==> src/rtl/div_ratio_meter.sv <==
// div_ratio_meter: recovers the period and high time of a ref_clk-synchronous
// pulse train (typically a registered divider output) in ref_clk cycles.
// It raises locked after LOCK_CNT consecutive repeats of the same period, and
// a sticky timeout when no rising edge arrives within 2^CNT_W-1 cycles.
module div_ratio_meter #(
  parameter int CNT_W    = 8,
  parameter int LOCK_CNT = 2
) (
  input  logic             ref_clk,
  input  logic             reset,
  input  logic             clk_in,
  input  logic             enable,
  output logic [CNT_W-1:0] period,
  output logic [CNT_W-1:0] high_time,
  output logic             meas_valid,
  output logic             locked,
  output logic             timeout
);

  typedef enum logic [1:0] {
    IDLE      = 2'd0,
    WAIT_EDGE = 2'd1,
    MEASURE   = 2'd2
  } state_t;

  localparam logic [CNT_W-1:0] CNT_MAX  = {CNT_W{1'b1}};
  localparam logic [CNT_W-1:0] CNT_ONE  = {{(CNT_W-1){1'b0}}, 1'b1};
  localparam logic [3:0]       LOCK_TGT = 4'(LOCK_CNT);

  state_t           state;
  logic             in_q;
  logic             in_d;
  logic             rise;
  logic [CNT_W-1:0] cnt;
  logic [CNT_W-1:0] hcnt;
  logic [CNT_W-1:0] hcnt_inc;
  logic [CNT_W-1:0] prev_period;
  logic [3:0]       match;
  logic [3:0]       match_next;

  assign rise = in_q & ~in_d;

  // Two-stage sample of clk_in; the pair gives a one-cycle rising-edge strobe.
  always_ff @(posedge ref_clk or posedge reset) begin
    if (reset) begin
      in_q <= 1'b0;
      in_d <= 1'b0;
    end else begin
      in_q <= clk_in;
      in_d <= in_q;
    end
  end

  // Next match count and saturating high-time increment for the current period.
  always_comb begin
    match_next = 4'd0;
    if (cnt == prev_period) begin
      match_next = (match >= LOCK_TGT) ? LOCK_TGT : match + 4'd1;
    end
    hcnt_inc = (hcnt == CNT_MAX) ? hcnt : hcnt + CNT_ONE;
  end

  // Measurement state machine: counts rise-to-rise distance, publishes results, tracks lock and timeout.
  always_ff @(posedge ref_clk or posedge reset) begin
    if (reset) begin
      state       <= IDLE;
      cnt         <= '0;
      hcnt        <= '0;
      prev_period <= '0;
      match       <= 4'd0;
      period      <= '0;
      high_time   <= '0;
      meas_valid  <= 1'b0;
      locked      <= 1'b0;
      timeout     <= 1'b0;
    end else begin
      meas_valid <= 1'b0;
      if (!enable) begin
        state       <= IDLE;
        cnt         <= '0;
        hcnt        <= '0;
        match       <= 4'd0;
        prev_period <= '0;
        locked      <= 1'b0;
        timeout     <= 1'b0;
      end else begin
        case (state)
          IDLE: begin
            state <= WAIT_EDGE;
          end
          WAIT_EDGE: begin
            if (rise) begin
              cnt   <= CNT_ONE;
              hcnt  <= CNT_ONE;
              state <= MEASURE;
            end
          end
          MEASURE: begin
            if (rise) begin
              period      <= cnt;
              high_time   <= hcnt;
              meas_valid  <= 1'b1;
              timeout     <= 1'b0;
              prev_period <= cnt;
              match       <= match_next;
              locked      <= (match_next == LOCK_TGT);
              cnt         <= CNT_ONE;
              hcnt        <= CNT_ONE;
            end else if (cnt == CNT_MAX) begin
              timeout <= 1'b1;
              locked  <= 1'b0;
              match   <= 4'd0;
              cnt     <= '0;
              hcnt    <= '0;
              state   <= WAIT_EDGE;
            end else begin
              cnt <= cnt + CNT_ONE;
              if (in_q) begin
                hcnt <= hcnt_inc;
              end
            end
          end
          default: begin
            state <= IDLE;
          end
        endcase
      end
    end
  end

endmodule

==> config.mk <==
export PLATFORM = sky130hd
export DESIGN_NAME = div_ratio_meter
export DESIGN_NICKNAME = d
export VERILOG_FILES = /design/src/rtl/div_ratio_meter.sv
export SDC_FILE = /design/constraint.sdc
export NUM_CORES = 1
export LEC_CHECK = 0
export ABC_AREA = 0
export CORE_MARGIN = 5
export CORE_UTILIZATION = 25
export DETAILED_ROUTE_END_ITERATION = 10
export DONT_BUFFER_PORTS = 1
export HOLD_SLACK_MARGIN = 0.02
export MAX_ROUTING_LAYER = met4
export PLACE_DENSITY_LB_ADDON = 0.2
export SLEW_MARGIN = 0
export SYNTH_ARGS = -nofsm -noshare
export SYNTH_HDL_FRONTEND = slang
export SYNTH_SLANG_ARGS = --single-unit
==> constraint.sdc <==
create_clock -name ref_clk -period 1.9 [get_ports ref_clk]
set_input_delay 0.38 -clock ref_clk [delete_from_list [all_inputs] [get_ports ref_clk]]
set_output_delay 0.38 -clock ref_clk [all_outputs]
set_load 0.03 [all_outputs]
### Yosys cells after proc, flatten, opt, wreduce, memory -nomap -nowiden

Index checks and enable logic that the tools add are counted.

| word-level totals | value |
|---|---|
| register bits | 51 |
| input bits | 4 |
| output and inout port bits | 19 |
| logic and storage cells | 76 |

| operators by class | value |
|---|---|
| add/subtract/negate cells | 3 |
| magnitude comparators | 1 |
| equal/unequal tests | 15 |
| muxes and demuxes | 36 |
| bitwise logic cells | 2 |
| reduce and logical (&&, ||, !) cells | 7 |

Operator list:

| cell | number |
|---|---|
| two-way mux 8 bit | 12 |
| case mux 8 bit (2 select lines) | 2 |
| two-way mux 4 bit | 6 |
| adder 8 x 1 -> 8 bit (second input constant) | 2 |
| == test 8 bit (second input constant) | 2 |
| two-way mux 1 bit | 11 |
| inequality test 5 bit (second input constant) | 2 |
| inequality test 3 bit (second input constant) | 3 |
| == test 8 bit | 1 |
| two-way mux 2 bit | 4 |
| inequality test 3 x 1 -> 1 bit (second input constant) | 2 |
| case mux 2 bit (3 select lines) | 1 |
| AND reduction 2 bit | 3 |
| AND reduction 3 bit | 2 |
| adder 4 x 1 -> 4 bit (second input constant) | 1 |
| == test 4 x 2 -> 1 bit (second input constant) | 1 |
| >= comparator 4 x 2 -> 1 bit (second input constant) | 1 |
| inequality test 2 x 1 -> 1 bit (second input constant) | 2 |
| AND reduction 4 bit | 1 |
| == test 2 x 1 -> 1 bit (second input constant) | 1 |
| == test 2 bit (second input constant) | 1 |
| logical NOT 2 bit | 1 |
| AND 1 bit | 1 |
| NOT 1 bit | 1 |

### Longest topological paths before layout

Gate-level depths: netlist (run 1).

| logic depth | value |
|---|---|
| word-level depth | 7 |
| mapped depth | 7 |
| gate-level depth less buffers | 6 |

### Worst setup path before layout (run 1)

Ideal clock, no wire load.

| path | value |
|---|---|
| path type | reg-to-reg |
| from | reg cnt[1] |
| to | reg hcnt[0] |
| library setup time | 128 ps |
| data arrival time | 1,852 ps |
| data required time | 1,772 ps |
| setup slack | -79 ps |
| cell stages (with the launch flop) | 7 |
| buffers on the path | 1 |
| period minus slack after synthesis | 1,979 ps |
| cell sequence | dfrtp_1 ha_1 and3_1 buf_4 a211o_4 o211ai_2 mux2_1 |

| between the ends | value |
|---|---|
| cells in the longest elaborated chain, start to end | 5 |
| elaborated cells on any way between the ends | 8 |
| classes of those cells | eq/ne (3); mux (4); reduce/logical (1) |

Ends and longest elaborated chain:

| item | line | text |
|---|---|---|
| start: declaration | 34 | `logic [CNT_W-1:0] cnt;` |
| start signal: assignment | 117 | `cnt <= cnt + CNT_ONE;` |
| == test 8 bit (*) | 109 | `end else if (cnt == CNT_MAX) begin` |
| two-way mux 8 bit | 109 |  |
| two-way mux 8 bit | 99 | `if (rise) begin` |
| case mux 8 bit (2 select lines) | 87 | `case (state)` |
| two-way mux 8 bit | 78 | `if (!enable) begin` |
| end signal: assignment | 119 | `hcnt <= hcnt_inc;` |
| end: declaration | 35 | `logic [CNT_W-1:0] hcnt;` |

Mark *: on every way between the ends. The rest lies on a longest branch, timed or not.
A chain may end at the register's enable or synchronous reset.

### Final worst setup path (run 1)

Same ends and word-level chain as after synthesis.

==> impl_metrics.py, run 1 <==
metrics = {
    "sta": {
        "tns_ns": 0,
        "hold_viol": 0,
        "fin_crit_ns": 1.77,
        "fin_crit_sh_pct": 93.2,
        "drv_slew": 0,
        "slew_headroom_pct": 49.2,
        "setup_violations": 0,
        "worst_slack_ns": 0.129,
        "fin_skew_ns": 0.00655,
        "fmax_mhz": 565,
        "rsz0062_at_grt": "no",
        "tightestPinTransition_ns": 0.759,
    },
    "global_routing": {
        "grt_pass1_vias": 1849,
        "grt_max_degree": 52,
        "gr-usage-all-layers_pct": 10.1,
        "grt_pass1_wl_um": 9970,
        "grt-ovfl-total": 0,
        "antenna_found_initial": 0,
    },
    "clock_network": {
        "root_buffer": "clkbuf_8",
        "insertion_delay_ns": 0.30,
        "cts_sinks": 51,
        "cts-htree-levels": 2,
        "cts_tree": "yes",
        "clock_path_buffers": 2,
        "cts-buffers-inserted": 5,
        "clk_pin_slew_worst_paths_ns": 0.10,
    },
    "place": {
        "dp.final_hpwl_um": 3930,
        "place_ws_ns": 0.0853,
        "routabilityCongestion": 0.739,
        "place.port_buffers": 0,
    },
    "cells_and_area": {
        "ff_latch_area_sq_mm": 0.00128,
        "nNetsFinal": 239,
        "fillCellCount": 1051,
        "n_antenna_cell": 0,
        "area_growth_pct": 14.8,
        "multiInputGateArea_sq_mm": 0.00118,
        "drive_gt1_share_pct": 27.2,
    },
    "worst_setup_path": {
        "r2r_slack_ns": 0.13,
        "slowest_stage": "dfrtp_1",
        "path_max_fanout": 8,
        "r2r_start": "cnt[1]$_DFFE_PP0P_",
        "start_kind": "register",
        "end_kind": "register",
        "crit_chain": "ha_2 -> and3_4 -> a211o_4 -> o211ai_2 -> mux2_1",
        "cpPeakStageDelay_ns": 0.39,
        "crit_end": "hcnt[0]$_DFFE_PP0P_",
        "r2r_end": "hcnt[0]$_DFFE_PP0P_",
        "crit_type": "register to register",
        "crit_buf_inv": 0,
        "r2r_cells": 5,
        "arrival_ns": 1.96,
        "cp.depth": 5,
        "worstSetupStartpoint": "cnt[1]$_DFFE_PP0P_",
        "required_ns": 2.09,
        "cpLargestDelayFamily": "compound AO/OA/AOI/OAI gates",
    },
    "synthesis": {
        "async_flop_share_pct": 100,
        "syn_avg_cell_area_sq_um": 11.9,
        "ys_types": 50,
        "yosysWarningCount": 0,
        "ys_ff_latch": 51,
        "syn_nets": 223,
        "seq_area_frac_synth_pct": 49.9,
        "synthCells": 215,
        "netlist_area_sq_mm": 0.00256,
        "synth_edf_count": 0,
        "synthFlopType": "dfrtp_1",
    },
    "detailed_routing": {
        "vias_per_cell": 4.87,
        "vias": 1791,
        "wirelength_um": 5790,
        "antenna_left": 0,
        "avgRoutedWirePerCell_um": 15.7,
        "first_pass_iters": 4,
        "drc": 0,
        "drtIter0Drc": 59,
    },
    "hold_path": {
        "hold_path.class": "primary input to register",
        "hold_start": "clk_in",
    },
    "floorplan": {
        "die_w_um": 111,
        "die_area_sq_mm": 0.0124,
        "rows": 37,
        "die_h_um": 111,
        "core_sq_mm": 0.0101,
        "initial_core_util_pct": 25.2,
        "top_level_ports": 23,
    },
    "flow_run": {
        "max_cap_violations": 0,
    },
    "pwr": {
        "irDropWorstVdd_mv": 0.463,
        "total_power_mw": 2.07,
        "powerDensity_mw_per_mm2": 704,
        "p_leak_nw": 1.32,
    },
    "outcome": {
        "status": "complete, no violations",
    },
}
[sequential cells by signal, summed over array words and instances, names as in the netlist]
register,cells
match,4
prev_period,8
hcnt,8
in_d,1
state,2
in_q,1
period,8
timeout,1
high_time,8
locked,1
cnt,8
meas_valid,1
[power by group]
part | total [mW] | switching [mW] | leakage (nW) | internal [mW]
clock | 0.803 | 0.376 | 0.0612 | 0.427
sequential | 1.13 | 0.0267 | 0.701 | 1.10
combinational | 0.139 | 0.0870 | 0.561 | 0.0515
[per-layer routing]
| metal | vias up | track usage [%] | share of wire (%) |
|---|---|---|---|
| li1 | 837 | - | - |
| met1 | 925 | 13.7 | 49 |
| met2 | 22 | 15.2 | 46 |
| met3 | 7 | 2.29 | 3.6 |
| met4 | 0 | 2.84 | 1.3 |
| met5 | - | - | 0 |
[worst register-to-register path, delay by kind of cell (launching register included)]
family / cells / cell delay, ns
and+or+nand+nor: 1 / 0.22
adders and majority gates: 1 / 0.19
AOI/OAI and AO/OA: 2 / 0.52
DFF: 1 / 0.39
muxes: 1 / 0.33
[per-stage QoR]
step           utilization [%]  instances  area [sq um]  hold WS, ns
3_5_place_dp              27.5        357          2790        0.346
3_3_place_gp              27.5        357          2790        0.342
4_1_cts                   28.8        366          2920       0.0855
5_1_grt                   29.0        368          2940       0.0741
6_report                  29.0        368          2940       0.0963
2_1_floorplan                -        215          2570        0.411
[how the worst min path moves through the flow]
stage                          endpoint  slack, ns  depth (start not counted)
6_report                 in_q$_DFF_PP0_        0.1                          0
5_1_grt                  in_q$_DFF_PP0_       0.07                          0
4_1_cts                  in_q$_DFF_PP0_       0.09                          0
3_5_place_dp        hcnt[4]$_DFFE_PP0P_       0.35                          2
3_3_place_gp   high_time[3]$_DFFE_PP0P_       0.34                          2
2_1_floorplan            in_q$_DFF_PP0_       0.41                          0
[logic make-up after synthesis]
logic type / count (synthesis) / share of synthesized area (%)
AO/OA/AOI/OAI: 67 / 22.5
XOR/XNOR: 8 / 2.74
adder cells (fa/ha/maj): 4 / 1.96
buffers and inverters: 18 / 4.50
flip-flops: 51 / 49.9
multiplexers: 17 / 7.48
AND/OR/NAND/NOR: 50 / 10.9
[cells in the final DEF, fill, tap and decap left out, types with 6 or more instances in the layout]
master    instances
clkbuf_8          6
buf_4            19
a22o_1           11
dfrtp_1          51
nand2_1          12
a31oi_1           6
nand3_1           9
a21oi_1           8
mux2_2           16
xor2_1            8
[area by class of cell]
type	instances	area share [%]
clock buffers	6	2.81
clock inverters	2	1.19
inverters	6	0.767
multi-input cells	146	40.1
flip-flops and latches	51	43.4
well taps	136	5.79
repair buffers	21	5.88
[what timing repair did]
action / 4_1_cts / 5_1_grt
hold endpoints to repair: 49 / 0
setup endpoints to repair: 0 / 2
setup buffers: 0 / 2
hold buffers: 1 / 0
resized for setup: 0 / 1
[cells in the mapped netlist, drive strengths merged (4+ instances only)]
cell	number	area, sq um
a31oi	9	101
buf	9	81.3
ha	4	50.1
xor2	8	70.1
nand2	12	45.0
nor2	6	25.0
o211ai	4	35.0
a41oi	4	35.0
and2	4	27.5
o21ai	5	25.0
dfrtp	51	1280
a21oi	12	75.1
nand3	9	45.0
and3	5	31.3
a22o	11	96.3
mux2	17	191
inv	6	22.5
Note: power is estimated with default switching activity, not from simulation.
==> inputs of run 2 (changes only) <==
--- a/config.mk
+++ b/config.mk
@@ -5,7 +5,7 @@
 export SDC_FILE = /design/constraint.sdc
 export NUM_CORES = 1
 export LEC_CHECK = 0
-export ABC_AREA = 0
+export ABC_AREA = 1
 export CORE_MARGIN = 5
 export CORE_UTILIZATION = 25
 export DETAILED_ROUTE_END_ITERATION = 10
==> run 2 against run 1 <==
Effect of this change:
- core utilization down 0.26 points
- cell count up 21%
- maximum frequency up 5.4%
- worst setup slack better by 0.091 ns
- synthesized cell count up 42%
- clock power down 14%
- via count up 6.5%
- critical path depth up 3
- non-clock buffer count down 16
- largest cell class unchanged
- highest routed layer unchanged
==> impl_metrics.py, run 2 <==
metrics = {
    "cells_and_area": {
        "fin_cells": 447,
        "fin_area_sq_mm": 0.00281,
        "n_antenna_cell": 0,
        "layout_common_cells": "nand2_1 (104), dfrtp_1 (51), inv_1 (29)",
        "final_core_util_pct": 28.7,
        "nNetsFinal": 321,
        "drive_gt1_share_pct": 13.1,
        "final_common_cell": "nand2_1",
        "area_growth_pct": 12.3,
    },
    "global_routing": {
        "gr-usage-all-layers_pct": 10.5,
        "grt_max_degree": 52,
        "grt_pass1_vias": 1881,
        "grt_pass1_wl_um": 9580,
        "antenna_found_initial": 0,
        "grt-ovfl-total": 0,
    },
    "synthesis": {
        "synthCells": 305,
        "async_flop_share_pct": 100,
        "ys_ff_latch": 51,
        "yosysMostFrequentCell": "nand2_1",
        "ys_top_cells_by_count": "nand2_1 (104), dfrtp_1 (51), inv_1 (30)",
        "netlist_area_sq_mm": 0.00250,
        "ys_types": 28,
        "yosysWarningCount": 0,
        "synthFlopType": "dfrtp_1",
        "seq_area_frac_synth_pct": 51.1,
        "syn_avg_cell_area_sq_um": 8.20,
        "yosysTopAreaCellShare_pct": 51.1,
        "syn_nets": 313,
        "synth_edf_count": 0,
        "synth.area.top_cells": "dfrtp_1 (51%), nand2_1 (16%), inv_1 (4.5%), nor2_1 (3.6%), o22ai_1 (3.0%)",
        "yosysTopAreaCell": "dfrtp_1",
    },
    "detailed_routing": {
        "avgRoutedWirePerCell_um": 12.6,
        "vias": 1907,
        "drtIter0Drc": 94,
        "vias_per_cell": 4.27,
        "wirelength_um": 5640,
        "antenna_left": 0,
        "drc": 0,
        "first_pass_iters": 4,
    },
    "worst_setup_path": {
        "r2r_end": "cnt[4]$_DFFE_PP0P_",
        "end_kind": "register",
        "path_max_fanout": 10,
        "crit_type": "register to register",
        "arrival_ns": 1.92,
        "r2r_cells": 8,
        "r2r_start": "cnt[0]$_DFFE_PP0P_",
        "required_ns": 2.14,
        "start_kind": "register",
        "r2r_slack_ns": 0.22,
    },
    "clock_network": {
        "cts_sinks": 51,
        "post_cts_buffers": 0,
        "cts-htree-levels": 2,
        "root_buffer": "clkbuf_8",
        "clk_pin_slew_worst_paths_ns": 0.10,
        "insertion_delay_ns": 0.31,
        "postCtsHoldBufs": 1,
        "cts-resized-gates": 0,
        "cts_tree": "yes",
        "cts-buffers-inserted": 5,
        "clock_path_buffers": 2,
    },
    "hold_path": {
        "hold_path.class": "primary input to register",
        "min_to": "in_q$_DFF_PP0_",
        "hold_start": "clk_in",
        "hold_depth": 0,
    },
    "floorplan": {
        "die_w_um": 110,
        "core_sq_mm": 0.00977,
        "rows": 36,
        "die_h_um": 110,
        "die_area_sq_mm": 0.0121,
        "top_level_ports": 23,
        "initial_core_util_pct": 25.6,
    },
    "place": {
        "dpl_cell_area_sq_mm": 0.00270,
        "place_ws_ns": 0.233,
        "routabilityCongestion": 0.793,
        "place.port_buffers": 0,
        "place_inst": 438,
        "dp.final_hpwl_um": 3880,
    },
    "sta": {
        "tns_ns": 0,
        "whs_ns": 0.0895,
        "rsz0062_at_grt": "no",
        "fin_crit_ns": 1.68,
        "fmax_mhz": 595,
        "fin_crit_sh_pct": 88.4,
        "hold_viol": 0,
        "tightestPinTransition_ns": 0.457,
        "setup_violations": 0,
        "drv_slew": 0,
        "fin_skew_ns": 0.00922,
        "slew_headroom_pct": 69.3,
        "worst_slack_ns": 0.220,
    },
    "pwr": {
        "total_power_mw": 2.02,
        "powerDensity_mw_per_mm2": 720,
        "irDropWorstVdd_mv": 0.347,
        "p_leak_nw": 1.32,
    },
    "flow_run": {
        "max_cap_violations": 0,
    },
    "outcome": {
        "status": "complete, no violations",
    },
}
==> run 2: power breakdown <==
group / internal [mW] / total [mW] / switching (mW) / leakage (nW)
combinational: 0.0511 / 0.173 / 0.122 / 0.569
clock: 0.272 / 0.691 / 0.419 / 0.0491
sequential: 1.11 / 1.16 / 0.0451 / 0.701
total: 1.43 / 2.02 / 0.585 / 1.32
==> run 2: area by class of cell <==
cell class                 instances  area [sq um]
timing repair buffer               5          65.1
clock buffer                       5          68.8
clock inverter                     3          26.3
multi-input combinational        210          1050
sequential                        51          1280
fill                            1043          6970
tap                              133           166
inverter                          40           150
==> run 2: worst max path at each step <==
stage	startpoint	end	slack, ns	cells after the start
detailed placement	cnt[0]$_DFFE_PP0P_	cnt[4]$_DFFE_PP0P_	0.23	8
global route	cnt[0]$_DFFE_PP0P_	cnt[4]$_DFFE_PP0P_	0.06	8
floorplan	reset	cnt[0]$_DFFE_PP0P_	0.29	1
global placement	cnt[0]$_DFFE_PP0P_	cnt[4]$_DFFE_PP0P_	0.23	8
finish	cnt[0]$_DFFE_PP0P_	cnt[4]$_DFFE_PP0P_	0.22	8
CTS	cnt[0]$_DFFE_PP0P_	cnt[4]$_DFFE_PP0P_	0.19	8
==> run 2: cells by family after synthesis <==
kind of cell	synth area share, %
and+or+nand+nor	29.1
DFF	51.1
buffers and inverters	6.81
AOI/OAI and AO/OA	9.66
xor gates and xnor gates	1.40
adders and majority gates	2.00
==> run 2: layer usage <==
metal | track usage (%) | up-vias | part of all wire, %
li1 | - | 990 | -
met1 | 13.4 | 884 | 49
met2 | 16.2 | 28 | 44
met3 | 2.80 | 5 | 5.1
met4 | 3.74 | 0 | 1.6
met5 | - | - | 0
==> run 2: critical path, stage by stage, from the launching register on <==
cell     delay, ns
dfrtp_1       0.43
ha_1          0.25
nand3_2       0.11
nor2_4        0.05
nand3_4       0.10
nand3_2       0.25
inv_2         0.18
o21ai_0       0.10
a21oi_1       0.13
